### src/rtl/uart_rx_param_if.sv
// Receiver-to-consumer bundle: received word, error flags, valid/ready handshake and status.
// The receiver drives through master; the consumer side (FIFO, CPU register) uses slave.
interface uart_rx_param_if #(
    parameter int DATA_BITS = 8
);
    logic [DATA_BITS-1:0] rx_data;
    logic                 rx_valid;
    logic                 rx_ready;
    logic                 parity_err;
    logic                 frame_err;
    logic                 overrun;
    logic                 busy;

    modport master (
        output rx_data, rx_valid, parity_err, frame_err, overrun, busy,
        input  rx_ready
    );

    modport slave (
        input  rx_data, rx_valid, parity_err, frame_err, overrun, busy,
        output rx_ready
    );
endinterface

### src/rtl/uart_rx_param.sv
// Parametrised UART receiver: 2-flop input synchroniser, mid-bit sampling, glitch rejection,
// parity/framing flags and a valid/ready output with overrun detection.
module uart_rx_param #(
    parameter int CLKS_PER_BIT = 16,
    parameter int DATA_BITS    = 8,
    parameter int PARITY       = 0,
    parameter int STOP_BITS    = 1
) (
    input  logic              clk,
    input  logic              rst_n,
    input  logic              rx,
    uart_rx_param_if.master   bus
);
    localparam int CW = (CLKS_PER_BIT > 1) ? $clog2(CLKS_PER_BIT) : 1;
    localparam int BW = (DATA_BITS > 1) ? $clog2(DATA_BITS) : 1;
    localparam logic [CW-1:0] HALF_M1   = CW'(CLKS_PER_BIT / 2 - 1);
    localparam logic [CW-1:0] FULL_M1   = CW'(CLKS_PER_BIT - 1);
    localparam logic [BW-1:0] LAST_BIT  = BW'(DATA_BITS - 1);
    localparam logic          STOP_LAST = (STOP_BITS == 2);

    typedef enum logic [2:0] {S_IDLE, S_START, S_DATA, S_PAR, S_STOP, S_DONE} state_t;

    state_t                r_state;
    logic                  r_sync1, r_sync2;
    logic [CW-1:0]         r_cnt;
    logic [BW-1:0]         r_bit_cnt;
    logic                  r_stop_cnt;
    logic [DATA_BITS-1:0]  r_shift;
    logic                  r_par_bad, r_frm_bad;
    logic                  r_armed;
    logic [DATA_BITS-1:0]  r_data;
    logic                  r_valid, r_perr, r_ferr, r_overrun;

    logic w_rx_s, w_sample, w_accept;
    assign w_rx_s   = r_sync2;
    assign w_sample = (r_cnt == FULL_M1);
    assign w_accept = r_valid & bus.rx_ready;

    assign bus.rx_data    = r_data;
    assign bus.rx_valid   = r_valid;
    assign bus.parity_err = r_perr;
    assign bus.frame_err  = r_ferr;
    assign bus.overrun    = r_overrun;
    assign bus.busy       = (r_state != S_IDLE);

    always_ff @(posedge clk or negedge rst_n) begin
        if (!rst_n) begin
            r_state    <= S_IDLE;
            r_sync1    <= 1'b1;
            r_sync2    <= 1'b1;
            r_cnt      <= '0;
            r_bit_cnt  <= '0;
            r_stop_cnt <= 1'b0;
            r_shift    <= '0;
            r_par_bad  <= 1'b0;
            r_frm_bad  <= 1'b0;
            r_armed    <= 1'b0;
            r_data     <= '0;
            r_valid    <= 1'b0;
            r_perr     <= 1'b0;
            r_ferr     <= 1'b0;
            r_overrun  <= 1'b0;
        end else begin
            r_sync1   <= rx;
            r_sync2   <= r_sync1;
            r_overrun <= 1'b0;
            if (w_accept)
                r_valid <= 1'b0;

            case (r_state)
                // Arming requires a high line after each frame, so a held break never retriggers.
                S_IDLE: begin
                    if (w_rx_s) begin
                        r_armed <= 1'b1;
                    end else if (r_armed) begin
                        r_cnt   <= '0;
                        r_state <= S_START;
                    end
                end
                S_START: begin
                    if (r_cnt == HALF_M1) begin
                        r_cnt <= '0;
                        if (w_rx_s) begin
                            r_state <= S_IDLE;
                        end else begin
                            r_state    <= S_DATA;
                            r_bit_cnt  <= '0;
                            r_stop_cnt <= 1'b0;
                            r_par_bad  <= 1'b0;
                            r_frm_bad  <= 1'b0;
                        end
                    end else begin
                        r_cnt <= r_cnt + 1'b1;
                    end
                end
                S_DATA: begin
                    if (w_sample) begin
                        r_cnt     <= '0;
                        r_shift   <= {w_rx_s, r_shift[DATA_BITS-1:1]};
                        r_bit_cnt <= r_bit_cnt + 1'b1;
                        if (r_bit_cnt == LAST_BIT)
                            r_state <= (PARITY != 0) ? S_PAR : S_STOP;
                    end else begin
                        r_cnt <= r_cnt + 1'b1;
                    end
                end
                S_PAR: begin
                    if (w_sample) begin
                        r_cnt     <= '0;
                        r_par_bad <= (PARITY == 1) ? ~(^r_shift ^ w_rx_s) : (^r_shift ^ w_rx_s);
                        r_state   <= S_STOP;
                    end else begin
                        r_cnt <= r_cnt + 1'b1;
                    end
                end
                S_STOP: begin
                    if (w_sample) begin
                        r_cnt <= '0;
                        if (!w_rx_s)
                            r_frm_bad <= 1'b1;
                        if (r_stop_cnt == STOP_LAST)
                            r_state <= S_DONE;
                        else
                            r_stop_cnt <= 1'b1;
                    end else begin
                        r_cnt <= r_cnt + 1'b1;
                    end
                end
                // A word accepted in this same cycle frees the slot, so the new word still loads.
                S_DONE: begin
                    if (!r_valid || w_accept) begin
                        r_data  <= r_shift;
                        r_perr  <= r_par_bad;
                        r_ferr  <= r_frm_bad;
                        r_valid <= 1'b1;
                    end else begin
                        r_overrun <= 1'b1;
                    end
                    r_armed <= 1'b0;
                    r_state <= S_IDLE;
                end
                default: r_state <= S_IDLE;
            endcase
        end
    end
endmodule

### src/flat_wrapper.sv
// flat-port wrapper written by rule: the top's interface ports become plain ports
module uart_rx_param_flat 
#(
    parameter int CLKS_PER_BIT = 16,
    parameter int DATA_BITS    = 8,
    parameter int PARITY       = 0,
    parameter int STOP_BITS    = 1
)
  (clk, rst_n, rx, bus_rx_data, bus_rx_valid, bus_parity_err, bus_frame_err, bus_overrun, bus_busy, bus_rx_ready);
  uart_rx_param_if #(.DATA_BITS(DATA_BITS)) bus_i ();
  input  logic clk;
  input  logic rst_n;
  input  logic rx;
  output wire logic [$bits(bus_i.rx_data)-1:0] bus_rx_data;
  output wire logic [$bits(bus_i.rx_valid)-1:0] bus_rx_valid;
  output wire logic [$bits(bus_i.parity_err)-1:0] bus_parity_err;
  output wire logic [$bits(bus_i.frame_err)-1:0] bus_frame_err;
  output wire logic [$bits(bus_i.overrun)-1:0] bus_overrun;
  output wire logic [$bits(bus_i.busy)-1:0] bus_busy;
  input wire logic [$bits(bus_i.rx_ready)-1:0] bus_rx_ready;
  assign bus_rx_data = bus_i.rx_data;
  assign bus_rx_valid = bus_i.rx_valid;
  assign bus_parity_err = bus_i.parity_err;
  assign bus_frame_err = bus_i.frame_err;
  assign bus_overrun = bus_i.overrun;
  assign bus_busy = bus_i.busy;
  assign bus_i.rx_ready = bus_rx_ready;
  uart_rx_param #(.CLKS_PER_BIT(CLKS_PER_BIT), .DATA_BITS(DATA_BITS), .PARITY(PARITY), .STOP_BITS(STOP_BITS)) u_core (.clk(clk), .rst_n(rst_n), .rx(rx), .bus(bus_i));
endmodule
### config.mk
export PLATFORM = sky130hd
export DESIGN_NAME = uart_rx_param_flat
export DESIGN_NICKNAME = d
export VERILOG_FILES = /design/src/rtl/uart_rx_param_if.sv /design/src/rtl/uart_rx_param.sv /design/src/flat_wrapper.sv
export SDC_FILE = /design/constraint.sdc
export NUM_CORES = 1
export LEC_CHECK = 0
export BUFFER_PORTS_ARGS = -buffer_cell sky130_fd_sc_hd__buf_2
export CORE_ASPECT_RATIO = 1.5
export CORE_UTILIZATION = 40
export DETAILED_ROUTE_END_ITERATION = 12
export GPL_TIMING_DRIVEN = 1
export PLACE_DENSITY = 0.69
export SKIP_LAST_GASP = 1
export SLEW_MARGIN = 20
export SYNTH_ARGS = -nofsm -noshare
export SYNTH_HDL_FRONTEND = slang
export SYNTH_SLANG_ARGS = --single-unit
export TNS_END_PERCENT = 10
### constraint.sdc
create_clock -name clk -period 2.05 [get_ports clk]
set_input_delay 0.1025 -clock clk [delete_from_list [all_inputs] [get_ports clk]]
set_output_delay 0.1025 -clock clk [all_outputs]
set_load 0.005 [all_outputs]
==> impl_metrics.py <==
metrics = {
    "status": {
        "outcome": "finished clean",
    },
    "sta": {
        "setup_ws_ns": 0.1618,
        "setup_viol": 0,
        "skew_ns": 0.01365,
        "fin_crit_sh_pct": 92.11,
        "clock.fmax_mhz": 529.6,
        "finalHoldViolCount": 0,
        "rsz0062_at_grt": "false",
        "fin_setup_tns_ns": 0,
        "maxSlewViolCount": 0,
        "fin_crit_ns": 1.888,
        "worstMarginPinSlew_ns": 0.7763,
        "worst_hold_slack_ns": 0.1057,
        "slew_headroom_pct": 48.24,
    },
    "floorplanning": {
        "dieWidth_microns": 54.29,
        "start_util_pct": 41.80,
        "coreArea_sq_um": 3924,
        "std_cell_rows": 28,
        "io_pins": 17,
        "dieArea_sq_um": 4366,
        "dieHeight_microns": 80.43,
    },
    "route": {
        "drc": 0,
        "first_pass_iters": 4,
        "num_vias": 1165,
        "postRouteAntennaNets": 0,
        "routed_wl_mm": 3.099,
        "wire_per_inst_microns": 14.62,
        "routed_via_density": 5.495,
        "drt_iter0_drc": 26,
    },
    "power_and_ir_drop": {
        "combPwrFrac_pct": 24.2,
        "p_leak_uw": 0.0009514,
        "peakVddDrop_mv": 0.4710,
        "powerDensity_nw_per_um2": 888.8,
        "pwr-share-clk_pct": 27.7,
        "netSwitchingFraction_pct": 30.94,
        "power_frac_seq_pct": 48.0,
        "p_int_uw": 1169,
        "net-switching-power_uw": 523.6,
    },
    "worst_hold_path": {
        "hold_path_depth": 3,
        "hold_path_class": "in2reg",
        "hp-start": "bus_rx_ready",
        "whs_endpoint": "u_core.bus.overrun$_DFF_PN0_",
    },
    "worst_setup_path": {
        "cp-end-kind": "flop",
        "critPathLaunch": "u_core.r_cnt[0]$_DFFE_PN0P_",
        "cp.arrival_ns": 2.05,
        "rrSetupSlack_ns": 0.16,
        "reg2reg_depth": 6,
        "cp.required_ns": 2.21,
        "rr_startpoint": "u_core.r_cnt[0]$_DFFE_PN0P_",
        "crit_type": "reg2reg",
        "crit_fanout": 11,
        "regToRegEndpoint": "u_core.r_shift[7]$_DFFE_PN0P_",
        "worstSetupStartpointType": "flop",
    },
    "cts": {
        "cts_buffers": 5,
        "cts_tree": "yes",
        "clock_sinks": 35,
        "postCtsSetupRepairBufs": 0,
        "h-tree-depth": 2,
        "clk_latency_ns": 0.29,
        "clk_pin_slew_worst_paths_ns": 0.07,
        "clockRootBuffer": "clkbuf_8",
        "cts_max_path_buffers": 2,
    },
    "synth": {
        "ys.flop_type": "dfrtp_1",
        "syn-num-nets": 147,
        "synth_edf_count": 0,
        "ys_warn_count": 0,
        "syn_inst": 140,
        "seq_area_frac_synth_pct": 53.55,
        "syn_avg_cell_area_sq_um": 11.72,
        "netlist_area_sq_um": 1640,
        "synth_cell_types": 38,
        "synth_seq_cells": 35,
        "synthArstFlopShare_pct": 100.0,
    },
    "placed_design": {
        "numPortBuffers": 16,
        "gp_congestion": 0.8886,
        "place_ws_ns": 0.1863,
        "dp_hpwl_mm": 2.299,
    },
    "layout": {
        "n_antenna_cell": 0,
        "drive_gt1_share_pct": 31.14,
        "final_util_pct": 48.53,
        "fin_nets": 173,
        "area_growth_pct": 16.09,
    },
    "global_routing": {
        "antenna_found_initial": 0,
        "overflow": 0,
        "grt_usage_pct": 17.27,
        "grt_pass1_vias": 1222,
        "grt_pass1_wl_mm": 5.313,
        "grt_max_degree": 36,
    },
    "job": {
        "maxCapViolations": 0,
    },
}
==> worst max path at each step <==
stage,end,cells past startpoint
2_1_floorplan,u_core.r_shift[0]$_DFFE_PN0P_,6
3_3_place_gp,u_core.r_shift[0]$_DFFE_PN0P_,6
3_5_place_dp,u_core.r_shift[7]$_DFFE_PN0P_,6
4_1_cts,u_core.r_shift[7]$_DFFE_PN0P_,6
5_1_grt,u_core.r_shift[7]$_DFFE_PN0P_,6
6_report,u_core.r_shift[7]$_DFFE_PN0P_,6
==> cells by family (layout without fill, tap and decap cells) <==
group	count (synthesis)	count (layout)	share of synthesized area, %
adder cells (fa/ha/maj)	3	3	2.289
multiplexers	20	20	13.73
AND/OR/NAND/NOR	38	38	11.90
flip-flops	35	35	53.55
buffers and inverters	10	37	2.593
AO/OA/AOI/OAI	27	27	11.37
XOR/XNOR	7	7	4.577
==> Yosys cell counts, drive strengths merged, types with 2 or more instances <==
cell type,number,area (sq um)
nand2,11,41.29
nor3,2,10.01
nor2,8,30.03
a21o,2,15.01
clkbuf,4,15.01
inv,4,15.01
o21a,2,15.01
xnor2,6,52.55
dfstp,2,52.55
ha,3,37.54
nand3,4,20.02
buf,2,12.51
and3,2,12.51
o21ai,7,35.03
nand2b,2,12.51
nor4b,2,17.52
a21oi,4,20.02
mux2,20,225.2
dfrtp,33,825.8
o41ai,2,17.52
a22o,2,17.52
==> cells in the final DEF, fill, tap and decap left out, drive strengths merged, types with 3 or more instances in the layout <==
master and instances:
a21oi 4, buf 23, clkbuf 8, dfrtp 33, ha 3, inv 4, mux2 20, nand2 11
nand3 4, nor2 8, o21ai 7, xnor2 6
==> per-stage QoR <==
stage	std cells	power, uW	area [sq um]
floorplan	140	1105	1640
global placement	202	1216	1802
detailed placement	202	1230	1802
CTS	212	1706	1902
global route	212	1799	1904
finish	212	1693	1904
==> power groups by stage <==
stage / Clock [uW] / Combinational [uW] / Sequential [uW]
detailed placement: 0 / 407 / 824
global placement: 0 / 393 / 823
CTS: 486 / 410 / 811
floorplan: 0 / 301 / 804
finish: 470 / 410 / 813
global route: 515 / 461 / 823
==> area by class of cell <==
class | count | area [sq um]
flip-flops and latches | 35 | 878.3
repair buffers | 25 | 152.6
clock buffers | 8 | 80.08
well taps | 45 | 56.30
fillers | 387 | 2019
inverters | 4 | 15.01
multi-input cells | 95 | 721.9
==> metal layers <==
layer / track usage (%) / up-vias / wire length (microns)
met4: 8.718 / 0 / 113
met3: 4.545 / 9 / 102
met5: 0 / - / 0
met1: 17.35 / 573 / 1190
li1: - / 558 / -
met2: 30.85 / 25 / 1693
==> repair_timing <==
item                                    in CTS  in global routing
endpoints found under the setup margin       0                  1
gates resized for setup                      0                  1
endpoints found under the hold margin       34                  0
hold buffers                                 2                  0
==> critical path, stage by stage, from the launching register on <==
cell	delay, ns
dfrtp_1	0.39
ha_2	0.25
nand2_1	0.08
or3_1	0.39
nor2_1	0.11
buf_4	0.19
mux2_2	0.35
==> state kept, by name, indices dropped and copies added (netlist names), 3 cells and up <==
name / count
u_core.r_state: 3
u_core.bus.rx_data: 8
u_core.r_shift: 8
u_core.r_cnt: 4
u_core.r_bit_cnt: 3
(Power assumes the default switching activity.)
